`src/rtl/trireg_pkg.sv`:
```
// Shared types and the per-bit resolution function for the trireg net model.
package trireg_pkg;

   typedef enum logic [1:0] {
      MODE_WIRE = 2'd0,
      MODE_WAND = 2'd1,
      MODE_WOR  = 2'd2
   } res_mode_e;

   // Upper bound on drivers handled by resolve_bit; narrower driver sets are zero-padded.
   localparam int MAX_DRV = 32;

   typedef struct packed {
      logic val;
      logic x;
      logic floating;
   } bit_state_t;

   typedef struct packed {
      logic val;
      logic conflict;
      logic driven;
   } res_bit_t;

   function automatic res_bit_t resolve_bit(input res_mode_e mode,
                                            input logic [MAX_DRV-1:0] val,
                                            input logic [MAX_DRV-1:0] en);
      res_bit_t r;
      logic     any_one;
      logic     any_zero;
      any_one    = |(val & en);
      any_zero   = |(~val & en);
      r.driven   = |en;
      r.val      = 1'b0;
      r.conflict = 1'b0;
      case (mode)
         MODE_WIRE: begin
            r.val      = any_one & ~any_zero;
            r.conflict = any_one & any_zero;
         end
         MODE_WAND: r.val = r.driven & ~any_zero;
         MODE_WOR:  r.val = any_one;
         default: begin
            r.val      = 1'b0;
            r.conflict = 1'b0;
         end
      endcase
      return r;
   endfunction

endpackage

```
`src/rtl/trireg_resolver_bit_cell.sv`:
```
// One resolved net bit with charge-hold register; decay counter present only when
// TRIREG_DECAY_EN is defined.
module trireg_bit_cell
   import trireg_pkg::*;
#(
   parameter int        N_DRV        = 3,
   parameter res_mode_e MODE         = MODE_WIRE,
   parameter int        DECAY_CYCLES = 3
) (
   input  logic             clk,
   input  logic             rst,
   input  logic             sample_i,
   input  logic [N_DRV-1:0] val_i,
   input  logic [N_DRV-1:0] en_i,
   output bit_state_t       state_o,
   output logic             conflict_o
);

   logic [MAX_DRV-1:0] val_pad_s;
   logic [MAX_DRV-1:0] en_pad_s;
   res_bit_t           res_s;
   bit_state_t         state_q;
   bit_state_t         state_d;

`ifdef TRIREG_DECAY_EN
   localparam int                DCNT_W    = $clog2(DECAY_CYCLES + 1);
   localparam logic [DCNT_W-1:0] DECAY_MAX = DCNT_W'(DECAY_CYCLES);
   logic [DCNT_W-1:0] dcnt_q;
   logic [DCNT_W-1:0] dcnt_d;
`endif

   // Pad driver vectors to the fixed width the resolution function expects.
   always_comb begin
      val_pad_s              = '0;
      en_pad_s               = '0;
      val_pad_s[N_DRV-1:0]   = val_i;
      en_pad_s[N_DRV-1:0]    = en_i;
      res_s                  = resolve_bit(MODE, val_pad_s, en_pad_s);
      conflict_o             = sample_i & res_s.conflict;
   end

   // Next-state: drive, hold (floating), or decay the held charge to unknown.
   always_comb begin
      state_d = state_q;
`ifdef TRIREG_DECAY_EN
      dcnt_d  = dcnt_q;
`endif
      if (sample_i) begin
         if (res_s.driven) begin
            state_d.val      = res_s.val & ~res_s.conflict;
            state_d.x        = res_s.conflict;
            state_d.floating = 1'b0;
`ifdef TRIREG_DECAY_EN
            dcnt_d           = '0;
`endif
         end else begin
            state_d.floating = 1'b1;
`ifdef TRIREG_DECAY_EN
            if (dcnt_q != DECAY_MAX) begin
               dcnt_d = dcnt_q + DCNT_W'(1);
               if (dcnt_d == DECAY_MAX) begin
                  state_d.x   = 1'b1;
                  state_d.val = 1'b0;
               end else begin
                  state_d.x   = state_q.x;
                  state_d.val = state_q.val;
               end
            end else begin
               dcnt_d = dcnt_q;
            end
`endif
         end
      end else begin
         state_d = state_q;
      end
   end

   // Hold register; an uncharged trireg reads as unknown and floating.
   always_ff @(posedge clk) begin
      if (rst) begin
         state_q <= '{val: 1'b0, x: 1'b1, floating: 1'b1};
`ifdef TRIREG_DECAY_EN
         dcnt_q  <= '0;
`endif
      end else begin
         state_q <= state_d;
`ifdef TRIREG_DECAY_EN
         dcnt_q  <= dcnt_d;
`endif
      end
   end

   assign state_o = state_q;

endmodule

```
`src/rtl/trireg_resolver.sv`:
```
// Multi-driver trireg net model: per-bit resolution cells, conflict counter, valid.
// Optional held-charge decay is enabled with TRIREG_DECAY_EN.
module trireg_resolver
   import trireg_pkg::*;
#(
   parameter int        N_DRV        = 3,
   parameter int        WIDTH        = 4,
   parameter res_mode_e MODE         = MODE_WIRE,
   parameter int        DECAY_CYCLES = 3,
   parameter int        CNT_W        = 16
) (
   input  logic                   clk,
   input  logic                   rst,
   input  logic                   in_valid,
   input  logic [N_DRV*WIDTH-1:0] drv_val,
   input  logic [N_DRV*WIDTH-1:0] drv_en,
   output logic                   out_valid,
   output logic [WIDTH-1:0]       res_val,
   output logic [WIDTH-1:0]       res_x,
   output logic [WIDTH-1:0]       res_float,
   output logic [CNT_W-1:0]       conflict_cnt
);

   logic [WIDTH-1:0] conflict_s;
   logic             conflict_any_s;
   logic [CNT_W-1:0] cnt_q;
   logic [CNT_W-1:0] cnt_d;
   logic             valid_q;

   for (genvar b = 0; b < WIDTH; b++) begin : g_bit
      logic [N_DRV-1:0] v_s;
      logic [N_DRV-1:0] e_s;
      bit_state_t       st_s;

      // Gather bit b of every driver into one vector.
      always_comb begin
         v_s = '0;
         e_s = '0;
         for (int i = 0; i < N_DRV; i++) begin
            v_s[i] = drv_val[i*WIDTH+b];
            e_s[i] = drv_en[i*WIDTH+b];
         end
      end

      trireg_bit_cell #(
         .N_DRV        (N_DRV),
         .MODE         (MODE),
         .DECAY_CYCLES (DECAY_CYCLES)
      ) u_cell (
         .clk        (clk),
         .rst        (rst),
         .sample_i   (in_valid),
         .val_i      (v_s),
         .en_i       (e_s),
         .state_o    (st_s),
         .conflict_o (conflict_s[b])
      );

      assign res_val[b]   = st_s.val;
      assign res_x[b]     = st_s.x;
      assign res_float[b] = st_s.floating;
   end

   // Saturating count of samples carrying at least one conflicting bit.
   always_comb begin
      conflict_any_s = |conflict_s;
      if (conflict_any_s && (cnt_q != {CNT_W{1'b1}})) begin
         cnt_d = cnt_q + CNT_W'(1);
      end else begin
         cnt_d = cnt_q;
      end
   end

   // Counter and valid registers.
   always_ff @(posedge clk) begin
      if (rst) begin
         cnt_q   <= '0;
         valid_q <= 1'b0;
      end else begin
         cnt_q   <= cnt_d;
         valid_q <= in_valid;
      end
   end

   assign conflict_cnt = cnt_q;
   assign out_valid    = valid_q;

endmodule

```
`config.mk`:
```
export PLATFORM = sky130hd
export DESIGN_NAME = trireg_resolver
export DESIGN_NICKNAME = d
export VERILOG_FILES = /design/src/rtl/trireg_pkg.sv /design/src/rtl/trireg_resolver_bit_cell.sv /design/src/rtl/trireg_resolver.sv
export SDC_FILE = /design/constraint.sdc
export NUM_CORES = 1
export LEC_CHECK = 0
export BUFFER_PORTS_ARGS = -buffer_cell sky130_fd_sc_hd__buf_4
export CORE_UTILIZATION = 35
export CTS_BUF_LIST = sky130_fd_sc_hd__clkbuf_4
export CTS_CLUSTER_SIZE = 25
export DETAILED_ROUTE_END_ITERATION = 7
export PLACE_DENSITY = 0.62
export SYNTH_ARGS = -nofsm -noshare
export SYNTH_HDL_FRONTEND = slang
export SYNTH_SLANG_ARGS = --single-unit
```
`constraint.sdc`:
```
create_clock -name clk -period 1.8 [get_ports clk]
set_clock_uncertainty 0.05 [all_clocks]
set_input_delay 0 -clock clk [delete_from_list [all_inputs] [get_ports clk]]
set_output_delay 0 -clock clk [all_outputs]
set_load 0.05 [all_outputs]
```
# After elaboration in Yosys (flattened, before gate mapping)
# Cells that the tools add are included.
[word_totals]
ff_bits = 29
output_inout_bits = 29
wordCells = 74
[classes]
addsub = 1
eq_ne = 1
mux = 4
bitwise_logic = 36
n_reduce_logical = 18
[ops]
columns = ["operator", "count"]
rows = [
  ["OR reduction 32 bit", 8],
  ["bitwise AND 32 x 3 -> 32 bit", 4],
  ["NOT 3 -> 32 bit", 4],
  ["adder 16 x 1 -> 16 bit (second input constant)", 1],
  ["bitwise AND 1 bit", 16],
  ["inequality test 16 bit (second input constant)", 1],
  ["bitwise AND 3 bit", 4],
  ["OR reduction 3 bit", 4],
  ["NOT 1 bit", 8],
  ["AND reduction 2 bit", 4],
  ["two-way mux 1 bit", 4],
  ["OR reduction 4 bit", 1],
  ["logical AND 1 bit", 1],
]

# Logic depth before layout (Yosys ltp)
[depth]
depth_word = 7
mapped_depth = 9
mapped_depth_nobuf = 7

# By module
# A second synthesis with hierarchy kept.
[hier_totals]
hier_cells = 165
hier_area_um2 = 1503.9
[modules_own_cells]
columns = ["mod", "n_inst", "cells_per_inst", "area_each_um2"]
rows = [
  ["trireg_resolver", 1, 101, 893.4],
  ["trireg_bit_cell", 4, 16, 152.6],
]

# Least setup slack after synthesis
# OpenSTA, ideal clock, no wires.
[synth_path]
kind = "flip-flop to flip-flop"
from = "register cnt_q[0], in the netlist conflict_cnt[0]"
to = "register cnt_q[0], in the netlist conflict_cnt[0]"
setup_ns = 0.128
arrival_time_ns = 2.086
t_required_ns = 1.622
slack_ns = -0.464
path_stages_with_launch = 10
n_path_buf = 2
path_cell_list = "dfxtp_1 > ha_1 > nand3_1 > nor3_1 > a21o_1 > a41o_1 > buf_6 > buf_6 > xor2_1 > nor2_1"
[synth_via]
elab_chain_len = 2
[synth_lines]
columns = ["item", "line_no", "rtl"]
rows = [
  ["start, declared", "trireg_resolver.sv:26", "logic [CNT_W-1:0] cnt_q;"],
  ["start signal, assigned", "trireg_resolver.sv:80", "cnt_q <= cnt_d;"],
  ["parallel branches: the longest is 2 deep, another holds adder 16 x 1 -> 16 bit", "-", ""],
]
# Parallel ways; which one is timed is not known.
# A chain may end at the register's enable or synchronous reset.

# Worst setup path after layout
[layout_path]
from = "register cnt_q[7], in the netlist conflict_cnt[7]"
to = "register cnt_q[7], in the netlist conflict_cnt[7]"
# Same word-level chain as after synthesis.

==> out/qor.yml <==
status: "finished with violations"
violations: "negative hold slack, negative setup slack"
final_critical_path_setup_slack_ns: -0.0805
row_count: 23
dr_total_vias: 1734
syn_inst: 183
vias_per_cell: 5.18
globalRouteTotalUtil_pct: 20.5
average_detailed_routed_wire_length_per_instance_um: 13.3
max_cap_viol_count: 0
cp_data_required_time_ns: 1.98
insertion_delay_ns: 0.34
timing.critical_path.arrival_ns: 2.06
met2WireLength_um: 2160
cp-startpoint: "conflict_cnt[7]"
drive_above_1_share_pct: 47.4
syn2layout_area_growth_pct: 68.6
dr.max_layer_used: "met4"
sequential_cell_area_um2: 621
slew_viol_final: 0
port_buffers: 55
power.share.switching_pct: 32.8
asyncSetResetFlopFracSynth_pct: 0
synth.distinct_cells: 32
clock_power_share_pct: 26.2
initial_utilization_pct: 36.8
die_x_um: 67.1
critical_path.startpoint_type: "flop"
vdd_drop_max_v: 0.000376
synth-warning-count: 0
power.density_cell_area_mw_per_mm2: 609
m1WireLength_um: 1980
share_comb_of_total_power_pct: 29.2
pre_cts_slack_ns: -0.179
power_leakage_nw: 1.10
finalWorstPathRequiredPeriod_ns: 1.88
holdCritPathClass: "primary input to flop"
clock_buffer_depth: 2
period_utilization_post_route_pct: 104
setup.worst_path.class: "flop to flop"
drt-initial-drc-count: 61
synthFlopType: "sky130_fd_sc_hd__dfxtp_1"
hold_violations: 5
nets: 312
fill_cells: 375
yosysTopAreaCellShare_pct: 39.2
max_freq_ghz: 0.532
final_antenna_net_count: 0
internal_power_mw: 1.02
relSlewSlack_pct: 62.8
postSynthNetCount: 211
h-tree-depth: 2
pin_count: 56
setup_repair_after_global_routing_missed_its_margin: "true"
multi_input_area_um2: 926
switchingPower_mw: 0.500
wl_met3_um: 255
antenna_found_initial: 0
synth_seq_cells: 29
grt_first_pass_wirelength_um: 6890
yosys-top-cells-area: "sky130_fd_sc_hd__dfxtp_1 (39%), sky130_fd_sc_hd__a21oi_1 (6.8%), sky130_fd_sc_hd__nor2b_1 (4.2%)"
synth.top_cells.by_count: "sky130_fd_sc_hd__dfxtp_1 (29), sky130_fd_sc_hd__a21oi_1 (20), sky130_fd_sc_hd__inv_1 (14), sky130_fd_sc_hd__nor2_1 (11)"
clock-root-buffer: "sky130_fd_sc_hd__clkbuf_4"
die_y_um: 67.1
die_area_mm2: 0.00450
largest_net_degree_at_the_start_of_global_routing: 32
critical_path_peak_fanout: 6
worst_setup_path_end_kind: "flop"
number_of_global_route_vias_before_repair: 1567
placeableCoreArea_mm2: 0.00403
number_of_enable_flip_flop_cells_after_synthesis: 0
numCtsBuffers: 5
synth.avg_cell_area_um2: 8.10
synth.yosys.seq_area_share_pct: 39.2
tightestPinTransition_ns: 0.554
place.detailed.hpwl_um: 3000
gpl.final_weighted_congestion: 0.771
route.detailed.drc: 0
tritoncts: "done"
routed_wirelength_um: 4450
reg2reg_from: "conflict_cnt[7]"
pwr-share-seq_pct: 44.5
dr.pass1.iters: 4
post_synth_instance_area_mm2: 0.00148
worstHoldStart: "drv_en[6]"
path_clk_slew_ns: 0.09
finalSetupViolCount: 10
clkSinkCount: 29
yosysMostFrequentCell: "sky130_fd_sc_hd__dfxtp_1"
synth_largest_area_cell: "sky130_fd_sc_hd__dfxtp_1"
fin_worst_hold_slack_ns: -0.0339
antenna_cells: 0
grt.overflow.total: 0
sequential cells by signal (all words and copies together) (netlist names):
register              cells
conflict_cnt             16
g_bit.u_cell.state_o     12
out_valid                 1
worst paths after layout:
kind              slack [ns]  depth (start not counted)                          to
setup / recovery       -0.08                          6             conflict_cnt[7]
hold / removal         -0.03                          4  g_bit[2].u_cell.state_o[0]
setup reg to reg       -0.08                          6             conflict_cnt[7]
hold reg to reg         0.43                          2  g_bit[1].u_cell.state_o[1]
cells by family (layout without fill, tap and decap cells):
| family | Yosys count | count (layout) | share of synthesized area, % |
|---|---|---|---|
| AOI/OAI and AO/OA | 59 | 60 | 24.3 |
| xor gates and xnor gates | 5 | 5 | 2.95 |
| adders and majority gates | 1 | 1 | 0.844 |
| buffers and inverters | 20 | 121 | 6.08 |
| DFF | 29 | 29 | 39.2 |
| muxes | 2 | 2 | 1.52 |
| and+or+nand+nor | 67 | 67 | 25.1 |
power groups by stage:
| stage | Sequential (mW) | Combinational (mW) | Clock, mW |
|---|---|---|---|
| 2_1_floorplan | 0.790 | 0.124 | 0 |
| 3_3_place_gp | 0.692 | 0.387 | 0 |
| 3_5_place_dp | 0.692 | 0.388 | 0 |
| 4_1_cts | 0.678 | 0.430 | 0.411 |
| 5_1_grt | 0.681 | 0.478 | 0.436 |
| 6_report | 0.678 | 0.445 | 0.399 |
layout by cell type (no fill, tap or decap), types with 3 or more instances in the layout:
cell                            count
sky130_fd_sc_hd__a21oi_1           18
sky130_fd_sc_hd__buf_6              6
sky130_fd_sc_hd__xnor2_1            4
sky130_fd_sc_hd__o21ai_0            7
sky130_fd_sc_hd__dfxtp_4            8
sky130_fd_sc_hd__dlygate4sd3_1      7
sky130_fd_sc_hd__o31ai_1            4
sky130_fd_sc_hd__nand3_1            4
sky130_fd_sc_hd__o22ai_1            4
sky130_fd_sc_hd__nor3_1             8
sky130_fd_sc_hd__a311oi_1           5
sky130_fd_sc_hd__or3_1              8
sky130_fd_sc_hd__dfxtp_2            8
sky130_fd_sc_hd__a22oi_1            4
sky130_fd_sc_hd__buf_4             86
sky130_fd_sc_hd__nand4_1            3
sky130_fd_sc_hd__nand2b_1           4
sky130_fd_sc_hd__clkbuf_4           6
sky130_fd_sc_hd__nor2_1             9
sky130_fd_sc_hd__and3_1             3
sky130_fd_sc_hd__o21ai_1            8
sky130_fd_sc_hd__nor2b_1           10
sky130_fd_sc_hd__inv_1             14
sky130_fd_sc_hd__nand2_1            6
sky130_fd_sc_hd__dfxtp_1           13
critical path, stage by stage, from the launching register on:
cell	delay (ns)
sky130_fd_sc_hd__dfxtp_4	0.35
sky130_fd_sc_hd__and4_4	0.18
sky130_fd_sc_hd__and3_4	0.17
sky130_fd_sc_hd__a21o_1	0.19
sky130_fd_sc_hd__a41o_4	0.30
sky130_fd_sc_hd__nor3_4	0.22
sky130_fd_sc_hd__mux2_4	0.32
routing by layer:
| metal | GRT usage, % | up-vias |
|---|---|---|
| met1 | 24.5 | 797 |
| met2 | 33.6 | 48 |
| met5 | 0 | - |
| met4 | 7.98 | 0 |
| li1 | - | 882 |
| met3 | 6.34 | 7 |
repair_timing:
item	in CTS	in global routing
setup buffers	4	1
setup endpoints to repair	15	18
hold endpoints to repair	18	0
gates cloned	1	0
pin swaps	9	7
gates resized for setup	8	13
hold buffers	7	0
stage by stage:
stage	cells	area, um2	total power, mW	utilization (%)	setup TNS [ns]
6_report	335	2500	1.52	62.0	-0.602
5_1_grt	335	2500	1.60	62.0	-1.51
4_1_cts	334	2440	1.52	60.5	-0.416
3_5_place_dp	314	2240	1.08	55.5	-1.46
3_3_place_gp	314	2240	1.08	55.5	-0.973
2_1_floorplan	183	1560	0.914	-	-0.290
layout make-up:
class / count / area share [%]
timing repair buffer: 99 / 31.3
tap: 50 / 2.50
inverter: 14 / 2.10
clock inverter: 2 / 0.400
multi-input combinational: 135 / 37.0
sequential: 29 / 24.8
clock buffer: 6 / 1.80
Note: power is estimated with default switching activity, not from simulation.
